<file path="config.mk">
export PLATFORM = sky130hd
export DESIGN_NAME = mux_arb_2x4
export DESIGN_NICKNAME = d
export VERILOG_FILES = /design/src/rtl/mux_arb_2x4_pkg.sv /design/src/rtl/mux_arb_2x4_mux.sv /design/src/rtl/mux_arb_2x4.sv
export SDC_FILE = /design/constraint.sdc
export NUM_CORES = 1
export LEC_CHECK = 0
export CORE_ASPECT_RATIO = 1.5
export CORE_UTILIZATION = 40
export CTS_BUF_LIST = sky130_fd_sc_hd__clkbuf_4 sky130_fd_sc_hd__clkbuf_8
export CTS_CLUSTER_DIAMETER = 80
export DETAILED_ROUTE_END_ITERATION = 12
export PLACE_DENSITY = 0.75
export SLEW_MARGIN = 30
export SYNTH_ARGS = -nofsm -noshare
export SYNTH_HDL_FRONTEND = slang
export SYNTH_SLANG_ARGS = --single-unit
</file>
<file path="constraint.sdc">
create_clock -name CLK -period 3.4 [get_ports CLK]
set_input_delay 0.85 -clock CLK [delete_from_list [all_inputs] [get_ports CLK]]
set_output_delay 0.85 -clock CLK [all_outputs]
set_load 0.01 [all_outputs]
</file>
<file path="src/rtl/mux_arb_2x4_pkg.sv">
// mux_arb_2x4_pkg: shared state encoding and widths for the 2x4 mux arbiter.
package mux_arb_2x4_pkg;
    localparam int DATA_W  = 4;
    localparam int BEATS_W = 4;
    localparam int GAP_W   = 3;
    typedef enum logic [1:0] {IDLE = 2'd0, GRANT = 2'd1, TURN = 2'd2} state_t;
endpackage

</file>
<file path="src/rtl/mux_arb_2x4_mux.sv">
// mux_2in4bit: 4-bit 2:1 data mux with active-low enable; drives zero when disabled.
module mux_2in4bit
    import mux_arb_2x4_pkg::*;
(
    input  logic              EN_L,
    input  logic              S,
    input  logic [DATA_W:1]   D0,
    input  logic [DATA_W:1]   D1,
    output logic [DATA_W:1]   Y
);
    assign Y = EN_L ? '0 : (S ? D1 : D0);
endmodule

</file>
<file path="src/rtl/mux_arb_2x4.sv">
// mux_arb_2x4: round-robin two-requester arbiter sequencing a shared 4-bit mux,
// with bounded bursts, turnaround gaps and a registered valid-qualified output.
module mux_arb_2x4
    import mux_arb_2x4_pkg::*;
#(
    parameter int MAX_BEATS = 4,
    parameter int IDLE_GAP  = 1
)(
    input  logic              CLK,
    input  logic              RST_L,
    input  logic              REQ0,
    input  logic              REQ1,
    input  logic              LAST0,
    input  logic              LAST1,
    input  logic [DATA_W:1]   D0,
    input  logic [DATA_W:1]   D1,
    input  logic              READY,
    output logic              GNT0,
    output logic              GNT1,
    output logic              EN_L,
    output logic              S,
    output logic [DATA_W:1]   Y,
    output logic              VALID
);
    state_t               state;
    logic                 sel;
    logic                 ptr;
    logic [BEATS_W-1:0]   beats;
    logic [BEATS_W-1:0]   beats_nxt;
    logic [GAP_W-1:0]     gap;
    logic [DATA_W:1]      mux_y;
    logic                 req_sel;
    logic                 last_sel;
    logic                 beat;
    logic                 grant_end;

    assign req_sel   = sel ? REQ1 : REQ0;
    assign last_sel  = sel ? LAST1 : LAST0;
    assign beat      = (state == GRANT) && READY && req_sel;
    assign beats_nxt = beats + 1'b1;
    // A dropped request ends the grant even if READY is high that cycle.
    assign grant_end = (state == GRANT) &&
                       (!req_sel || (beat && (last_sel || beats_nxt == BEATS_W'(MAX_BEATS))));

    assign EN_L = state != GRANT;
    assign S    = sel;
    assign GNT0 = !EN_L && !sel;
    assign GNT1 = !EN_L && sel;

    mux_2in4bit u_mux (
        .EN_L (EN_L),
        .S    (S),
        .D0   (D0),
        .D1   (D1),
        .Y    (mux_y)
    );

    always_ff @(posedge CLK or negedge RST_L) begin
        if (!RST_L) begin
            state <= IDLE;
            sel   <= 1'b0;
            ptr   <= 1'b0;
            beats <= '0;
            gap   <= '0;
            Y     <= '0;
            VALID <= 1'b0;
        end else begin
            case (state)
                IDLE: if (REQ0 || REQ1) begin
                    sel   <= (REQ0 && REQ1) ? ptr : REQ1;
                    beats <= '0;
                    state <= GRANT;
                end
                GRANT: begin
                    if (beat) beats <= beats_nxt;
                    if (grant_end) begin
                        ptr   <= ~sel;
                        gap   <= '0;
                        state <= (IDLE_GAP > 0) ? TURN : IDLE;
                    end
                end
                TURN: begin
                    gap <= gap + 1'b1;
                    if (gap == GAP_W'(IDLE_GAP - 1)) state <= IDLE;
                end
                default: state <= IDLE;
            endcase
            VALID <= beat;
            if (beat) Y <= mux_y;
        end
    end
endmodule

</file>
==> results of run 1 <==
## stage by stage
| step | setup WS (ns) | cells |
|---|---|---|
| 2_1_floorplan | 1.54 | 94 |
| 4_1_cts | 0.578 | 140 |
| 5_1_grt | 0.446 | 140 |
| 3_5_place_dp | 0.892 | 136 |
| 3_3_place_gp | 0.968 | 136 |
| 6_report | 0.590 | 140 |
## state kept, by name (all words and copies together), names as in the netlist
name,flops
ptr,1
Y,4
gap,3
beats,4
state,2
S,1
VALID,1
## worst min-delay path, delay by kind of cell (launching register included)
kind,cells,cell delay (ns)
compound gates,1,0.07
simple gates,1,0.05
flops,1,0.35
## worst max path at each step
stage                       to  slack (ns)  depth (start not counted)
final                     GNT0        0.59                          4
after CTS                 GNT0        0.58                          4
after detailed placement  GNT0        0.89                          4
after floorplan           GNT0        1.54                          4
after global placement    GNT0        0.97                          4
after global routing      GNT0        0.45                          4
## power groups by stage
stage	logic [mW]	registers [mW]	clock network [mW]
floorplan	0.247	0.311	0
global placement	0.378	0.325	0
detailed placement	0.388	0.329	0
CTS	0.389	0.325	0.131
global route	0.433	0.337	0.139
finish	0.383	0.325	0.126
## cells in the final DEF (no fill, tap or decap), drive strengths merged, types with 3 or more instances in the layout
master         instances
nor2                   4
and2                   3
nand3                  4
nor2b                  3
nand2                 11
ha                     4
clkdlybuf4s50         23
a22oi                  5
inv                    8
o21ai                 10
o31ai                  3
clkbuf                 4
dfrtp                 16
## area by class of cell
cell class                 instances  share of cell area, %
timing repair buffer              24                   19.9
inverter                           8                   2.51
tap                               22                   2.30
multi-input combinational         66                   38.7
clock buffer                       4                   3.04
sequential                        16                   33.5
## routing by layer
layer,vias to the layer above,GRT usage (%),part of all wire [%]
met5,-,0,0
met4,0,7.62,0.65
met3,2,2.56,2.7
met2,9,26.6,55
met1,356,22.4,42
li1,380,-,-
## kinds of logic after synthesis
family	Yosys count	share of synthesized area, %
buffers and inverters	12	5.61
adders and majority gates	4	5.47
DFF	16	43.8
xor gates and xnor gates	1	0.958
muxes	2	2.74
AOI/OAI and AO/OA	27	20.7
and+or+nand+nor	32	20.8
==> results.py, run 1 <==
metrics = {
    "clock_network": {
        "cts_buffer_depth": 2,
        "postCtsSetupBuffers": 0,
        "htree_levels": 1,
        "cts_resized": 0,
        "hold_buffers": 0,
        "tritoncts": "built",
        "clk_latency_ns": 0.28,
        "numCtsBuffers": 3,
        "path_clk_slew_ns": 0.10,
        "clock-sinks": 16,
        "root_buffer": "clkbuf_4",
    },
    "floorplanning": {
        "start_util_pct": 43.5,
        "ios": 24,
        "fp.dieArea_sq_mm": 0.00249,
        "die_x_um": 41.0,
        "die_h_um": 60.6,
        "coreArea_sq_mm": 0.00210,
        "row_count": 20,
    },
    "synth": {
        "syn_area_per_cell_sq_um": 9.73,
        "synth.most_common_cell": "dfrtp_1",
        "async_flop_share_pct": 100,
        "netlist_top_cells_area": "dfrtp_1 44%, ha_1 5.5%, nand2_1 4.5%",
        "yosysTopAreaCell": "dfrtp_1",
        "synth_ff_type": "dfrtp_1",
        "synth_edf_count": 0,
        "synth_cell_types": 36,
        "syn-num-nets": 113,
        "syn-instance-count": 94,
        "ys_ff_latch": 16,
        "ys_seq_area_share_pct": 43.8,
        "yosys_warnings": 0,
        "synth_area_sq_um": 915,
        "synth_common_cells": "16 x dfrtp_1, 11 x nand2_1, 7 x o21ai_1",
        "synth_top_area_share_pct": 43.8,
    },
    "cells_and_area": {
        "drive_gt1_share_pct": 11.9,
        "n_antenna_cell": 0,
        "finalInstanceArea_sq_mm": 0.00119,
        "fin_nets": 138,
        "final_util_pct": 56.8,
        "n_fill_cell": 178,
        "syn_to_final_growth_pct": 30.6,
        "multi_input_area_sq_um": 463,
        "seq_area_sq_um": 400,
    },
    "pwr": {
        "leakagePower_nw": 0.506,
        "pwr-share-comb_pct": 46.0,
        "switching_share_pct": 37.5,
        "intPower_mw": 0.521,
        "power_mw": 0.834,
        "p_per_area_mw_per_mm2": 698,
        "p_switching_mw": 0.313,
        "seq_power_share_pct": 38.9,
        "ir_worst_vdd_v": 0.000371,
        "clockPowerShare_pct": 15.1,
    },
    "timing": {
        "timing.fmax_mhz": 356,
        "hold_violations": 0,
        "fin_worst_hold_slack_ns": 0.504,
        "slew_headroom_pct": 50.3,
        "setup_violations": 0,
        "finalCriticalPeriod_ns": 2.81,
        "rsz0062_at_grt": "false",
        "skew_ns": 0.00508,
        "post-route-period-util_pct": 82.7,
        "worst_pin_slew_ns": 0.743,
        "slew_viol_final": 0,
        "final.setup.tns_ns": 0,
    },
    "placement": {
        "placed_cell_area_sq_mm": 0.00116,
        "gp_congestion": 0.729,
        "port-buffer-count": 23,
        "detailed_place_hpwl_um": 1450,
    },
    "setup_path": {
        "cp_top_family": "buffers and inverters",
        "end_kind": "output port",
        "worstPathRequired_ns": 2.55,
        "cp.arrival_ns": 1.96,
        "reg2reg_to": "beats[2]$_DFFE_PN0P_",
        "critical-path-slowest-cell": "clkdlybuf4s50_1",
        "rr_worst_depth": 4,
        "critPathBufInv": 2,
        "reg2reg_slack_ns": 1.81,
        "r2r_start": "state[1]$_DFFE_PN0P_",
        "critPathLaunch": "state[0]$_DFFE_PN0P_",
        "path_max_fanout": 10,
        "cp_cell_sequence": "nor2b_4 > inv_2 > nor2_1 > clkdlybuf4s50_1",
        "path_class": "reg -> out",
        "cpPeakStageDelay_ns": 0.60,
        "start_kind": "flop",
    },
    "routing": {
        "drt_pass1_iterations": 3,
        "vias": 747,
        "wl_per_cell_um": 13.2,
        "routed_wirelength_um": 1850,
        "ant_nets": 0,
        "post-route-drc-count": 0,
        "drt-initial-drc-count": 16,
        "viasPerCell": 5.34,
    },
    "global_routing": {
        "grt_pass1_vias": 719,
        "grt_overflow": 0,
        "grt_pass1_wl_um": 2960,
        "grt_antenna_before_repair": 0,
        "grt_max_degree": 18,
        "grt_util_all_layers_pct": 17.0,
    },
    "flow_run": {
        "maxCapViolCount": 0,
    },
    "hold_path": {
        "min_from": "Y[2]$_DFFE_PN0P_",
        "hp-class": "reg -> reg",
        "whs_path_depth": 2,
        "whs_endpoint": "Y[2]$_DFFE_PN0P_",
    },
    "outcome": {
        "status": "complete, no violations",
    },
}
Power figures use the tool's default switching activity.
==> run 2, diff against run 1 <==
- clock period: 3.4 -> 2.8 ns (I/O delays scaled with it)
==> results.py, run 2 (synthesis gave the netlist of run 1 again) <==
metrics = {
    "outcome": {
        "status": "complete, no violations",
    },
    "cells_and_area": {
        "final_cell_mix": "23 x clkdlybuf4s50_1, 16 x dfrtp_1, 11 x nand2_1",
        "fin_nets": 138,
        "instances_no_fill": 139,
        "final_util_pct": 56.2,
        "syn_to_final_growth_pct": 29.1,
        "reg.largest.list": "Y: 4 flops, beats: 4 flops, gap: 3 flops",
        "n_antenna_cell": 0,
        "drive_gt1_share_pct": 11.1,
        "final_common_cell": "clkdlybuf4s50_1",
    },
    "timing": {
        "setup_violations": 0,
        "setup_ws_ns": 0.146,
        "timing.fmax_mhz": 377,
        "post-route-period-util_pct": 94.8,
        "slew_headroom_pct": 51.2,
        "skew_ns": 0.00366,
        "final.setup.tns_ns": 0,
        "hold_violations": 0,
        "worst_pin_slew_ns": 0.730,
        "finalCriticalPeriod_ns": 2.65,
        "rsz0062_at_grt": "false",
        "slew_viol_final": 0,
    },
    "global_routing": {
        "grt_antenna_before_repair": 0,
        "grt_util_all_layers_pct": 17.6,
        "grt_max_degree": 17,
        "grt_pass1_wl_um": 2930,
        "grt_pass1_vias": 696,
        "grt_overflow": 0,
    },
    "pwr": {
        "p_per_area_mw_per_mm2": 831,
        "switching_share_pct": 38.5,
        "p_switching_mw": 0.378,
        "pwr-share-comb_pct": 48.1,
        "leakagePower_nw": 0.499,
        "power_mw": 0.982,
        "seq_power_share_pct": 40.1,
        "intPower_mw": 0.604,
        "ir_worst_vdd_v": 0.000411,
        "clockPowerShare_pct": 11.8,
    },
    "clock_network": {
        "clock-sinks": 16,
        "numCtsBuffers": 3,
        "path_clk_slew_ns": 0.09,
        "postCtsSetupBuffers": 0,
        "tritoncts": "built",
        "hold_buffers": 0,
        "cts_resized": 0,
        "htree_levels": 1,
        "cts_buffer_depth": 2,
        "clk_latency_ns": 0.28,
        "root_buffer": "clkbuf_4",
    },
    "floorplanning": {
        "fp.dieArea_sq_mm": 0.00249,
        "row_count": 20,
        "start_util_pct": 43.5,
        "die_x_um": 41.0,
        "coreArea_sq_mm": 0.00210,
        "die_h_um": 60.6,
        "ios": 24,
    },
    "placement": {
        "place_worst_setup_slack_ns": 0.453,
        "port-buffer-count": 23,
        "dp_cells": 136,
        "gp_congestion": 0.785,
        "detailed_place_hpwl_um": 1540,
    },
    "routing": {
        "drt_pass1_iterations": 3,
        "wl_per_cell_um": 13.9,
        "vias": 737,
        "viasPerCell": 5.30,
        "ant_nets": 0,
        "drt-initial-drc-count": 20,
        "post-route-drc-count": 0,
        "routed_wirelength_um": 1930,
    },
    "hold_path": {
        "hp-class": "reg -> reg",
    },
    "setup_path": {
        "start_kind": "flop",
        "end_kind": "output port",
        "worstPathRequired_ns": 2.10,
        "cp.arrival_ns": 1.95,
        "path_class": "reg -> out",
        "path_max_fanout": 10,
    },
    "flow_run": {
        "maxCapViolCount": 0,
    },
}
-- run 2: changes by cell type in the layout (fill, tap and decap cells not counted), sizes merged --
cell,delta
clkbuf,-1
-- run 2: power groups by stage --
stage,Sequential [mW],Clock (mW),Combinational [mW]
floorplan,0.377,0,0.300
global placement,0.393,0,0.462
detailed placement,0.400,0,0.477
CTS,0.395,0.123,0.480
global route,0.411,0.131,0.525
finish,0.394,0.115,0.472
-- run 2: metal layers --
layer  GRT usage [%]  vias to the layer above  routed length [um]  part of all wire [%]
met3            2.20                        2                  44                   2.3
met4            10.0                        0                  19                  0.98
met1            20.7                      348                 832                    43
met2            29.2                        9                1030                    54
li1                -                      378                   -                     -
met5               0                        -                   0                     0
-- run 2: metrics by stage --
| stage | instance area, sq um | hold WS (ns) |
|---|---|---|
| after detailed placement | 1160 | 0.475 |
| after global placement | 1160 | 0.470 |
| final | 1180 | 0.494 |
| after CTS | 1180 | 0.496 |
| after floorplan | 915 | 0.404 |
| after global routing | 1180 | 0.524 |
-- run 2: cell type report --
cell class                 instances  area (sq um)
multi-input combinational         66           463
timing repair buffer              24           238
fill                             197           921
tap                               22          27.5
clock buffer                       3          22.5
sequential                        16           400
inverter                           8          30.0
-- run 2: final timing paths --
kind                                       from                   end  slack [ns]  cells past startpoint
min                            Y[1]$_DFFE_PN0P_      Y[1]$_DFFE_PN0P_        0.49                      2
min in group asynchronous                 RST_L    gap[2]$_DFFE_PN0P_        0.85                      1
min reg2reg                    Y[1]$_DFFE_PN0P_      Y[1]$_DFFE_PN0P_        0.49                      2
max                        state[0]$_DFFE_PN0P_                  GNT0        0.15                      4
max in group asynchronous                 RST_L  state[0]$_DFFE_PN0P_        1.49                      1
max reg2reg                state[1]$_DFFE_PN0P_  beats[2]$_DFFE_PN0P_        1.22                      4
-- run 2: critical path, cell delays in order, from the launching register on --
cell,delay [ns]
dfrtp_1,0.50
nor2b_4,0.26
inv_2,0.06
nor2_1,0.26
clkdlybuf4s50_1,0.60
==> run 3, diff against run 2 <==
- CORE_UTILIZATION: 40 -> 30
- PLACE_DENSITY: 0.75 -> 0.61
==> results.py, run 3 (synthesis gave the netlist of run 1 again) <==
metrics = {
    "routing": {
        "post-route-drc-count": 0,
        "vias": 759,
        "drt_pass1_iterations": 4,
        "viasPerCell": 4.87,
        "ant_nets": 0,
        "routed_wirelength_um": 1970,
        "wl_per_cell_um": 12.6,
        "drt-initial-drc-count": 13,
    },
    "setup_path": {
        "path_class": "reg -> out",
        "start_kind": "flop",
        "cp.arrival_ns": 1.95,
        "worstPathRequired_ns": 2.10,
        "path_max_fanout": 10,
        "end_kind": "output port",
    },
    "global_routing": {
        "grt_pass1_wl_um": 3440,
        "grt_util_all_layers_pct": 14.3,
        "use_met1_pct": 17.9,
        "grt_use_met2_pct": 23.0,
        "grtUsageMet3_pct": 2.86,
        "grt_max_degree": 17,
        "grt_pass1_vias": 763,
        "busiest_layer": "met2",
        "grt_overflow": 0,
        "grt_antenna_before_repair": 0,
    },
    "cells_and_area": {
        "final_util_pct": 41.9,
        "reg.largest.list": "Y: 4 flops, beats: 4 flops, gap: 3 flops",
        "n_antenna_cell": 0,
        "fin_nets": 138,
        "final_cell_mix": "23 x clkdlybuf4s50_1, 16 x dfrtp_1, 11 x nand2_1",
        "syn_to_final_growth_pct": 33.5,
        "final_common_cell": "clkdlybuf4s50_1",
        "drive_gt1_share_pct": 11.1,
        "finalInstanceArea_sq_mm": 0.00122,
        "instances_no_fill": 156,
    },
    "floorplanning": {
        "fp.dieArea_sq_mm": 0.00328,
        "die_h_um": 69.6,
        "ios": 24,
        "coreArea_sq_mm": 0.00291,
        "start_util_pct": 31.4,
        "row_count": 24,
        "die_x_um": 47.1,
    },
    "clock_network": {
        "clk_latency_ns": 0.25,
        "htree_levels": 1,
        "clock-sinks": 16,
        "numCtsBuffers": 3,
        "path_clk_slew_ns": 0.06,
        "root_buffer": "clkbuf_8",
        "cts_buffer_depth": 2,
        "cts_resized": 0,
        "hold_buffers": 0,
        "postCtsSetupBuffers": 0,
        "tritoncts": "built",
    },
    "timing": {
        "post-route-period-util_pct": 94.7,
        "slew_viol_final": 0,
        "hold_violations": 0,
        "worst_pin_slew_ns": 0.762,
        "rsz0062_at_grt": "false",
        "finalCriticalPeriod_ns": 2.65,
        "setup_violations": 0,
        "slew_headroom_pct": 49.1,
        "final.setup.tns_ns": 0,
        "skew_ns": 0.00699,
        "timing.fmax_mhz": 377,
    },
    "pwr": {
        "leakagePower_nw": 0.507,
        "p_per_area_mw_per_mm2": 851,
        "power_mw": 1.04,
        "ir_worst_vdd_v": 0.000361,
    },
    "outcome": {
        "status": "complete, no violations",
    },
    "placement": {
        "detailed_place_hpwl_um": 1530,
        "gp_congestion": 0.792,
        "placed_cell_area_sq_mm": 0.00118,
        "port-buffer-count": 23,
        "dp_cells": 153,
    },
    "hold_path": {
        "hp-class": "reg -> reg",
    },
    "flow_run": {
        "maxCapViolCount": 0,
    },
}
==> run 3: cell counts in the layout (fill, tap and decap cells not counted) <==
Identical to the previous run, type by type.
==> run 3: path summary, 6_finish.rpt <==
check / start / end / slack [ns] / depth (start not counted)
max: state[0]$_DFFE_PN0P_ / GNT0 / 0.15 / 4
min: Y[1]$_DFFE_PN0P_ / Y[1]$_DFFE_PN0P_ / 0.49 / 2
max reg2reg: beats[0]$_DFFE_PN0P_ / gap[2]$_DFFE_PN0P_ / 1.20 / 5
min reg2reg: Y[1]$_DFFE_PN0P_ / Y[1]$_DFFE_PN0P_ / 0.49 / 2
max in group asynchronous: RST_L / state[1]$_DFFE_PN0P_ / 1.42 / 1
min in group asynchronous: RST_L / Y[2]$_DFFE_PN0P_ / 0.90 / 1
==> run 3: through the flow <==
step	setup WS [ns]	hold WS, ns
floorplan	1.09	0.404
global placement	0.513	0.472
detailed placement	0.427	0.485
CTS	0.143	0.500
global route	0.0185	0.535
finish	0.148	0.492
==> run 3: worst max-delay path: stages (launching register included) <==
cell	delay (ns)
dfrtp_1	0.49
nor2b_4	0.26
inv_2	0.06
nor2_1	0.28
clkdlybuf4s50_1	0.61
==> run 3: final cells by class <==
cell class	instances	area, sq um
flip-flops and latches	16	400
inverters	8	30.0
well taps	39	48.8
repair buffers	24	238
clock buffers	3	41.3
multi-input cells	66	463
fillers	282	1690
==> run 3: routing by layer <==
| layer | wire, um | vias up |
|---|---|---|
| met5 | 0 | - |
| met4 | 32 | 0 |
| met3 | 83 | 4 |
| met2 | 1060 | 21 |
| met1 | 795 | 356 |
| li1 | - | 378 |
==> run 3: power breakdown <==
part | total [mW] | internal (mW) | switching (mW) | leakage (nW)
Combinational | 0.471 | 0.245 | 0.226 | 0.274
Sequential | 0.397 | 0.309 | 0.0873 | 0.211
Clock | 0.172 | 0.0953 | 0.0762 | 0.0216
Total | 1.04 | 0.649 | 0.390 | 0.507
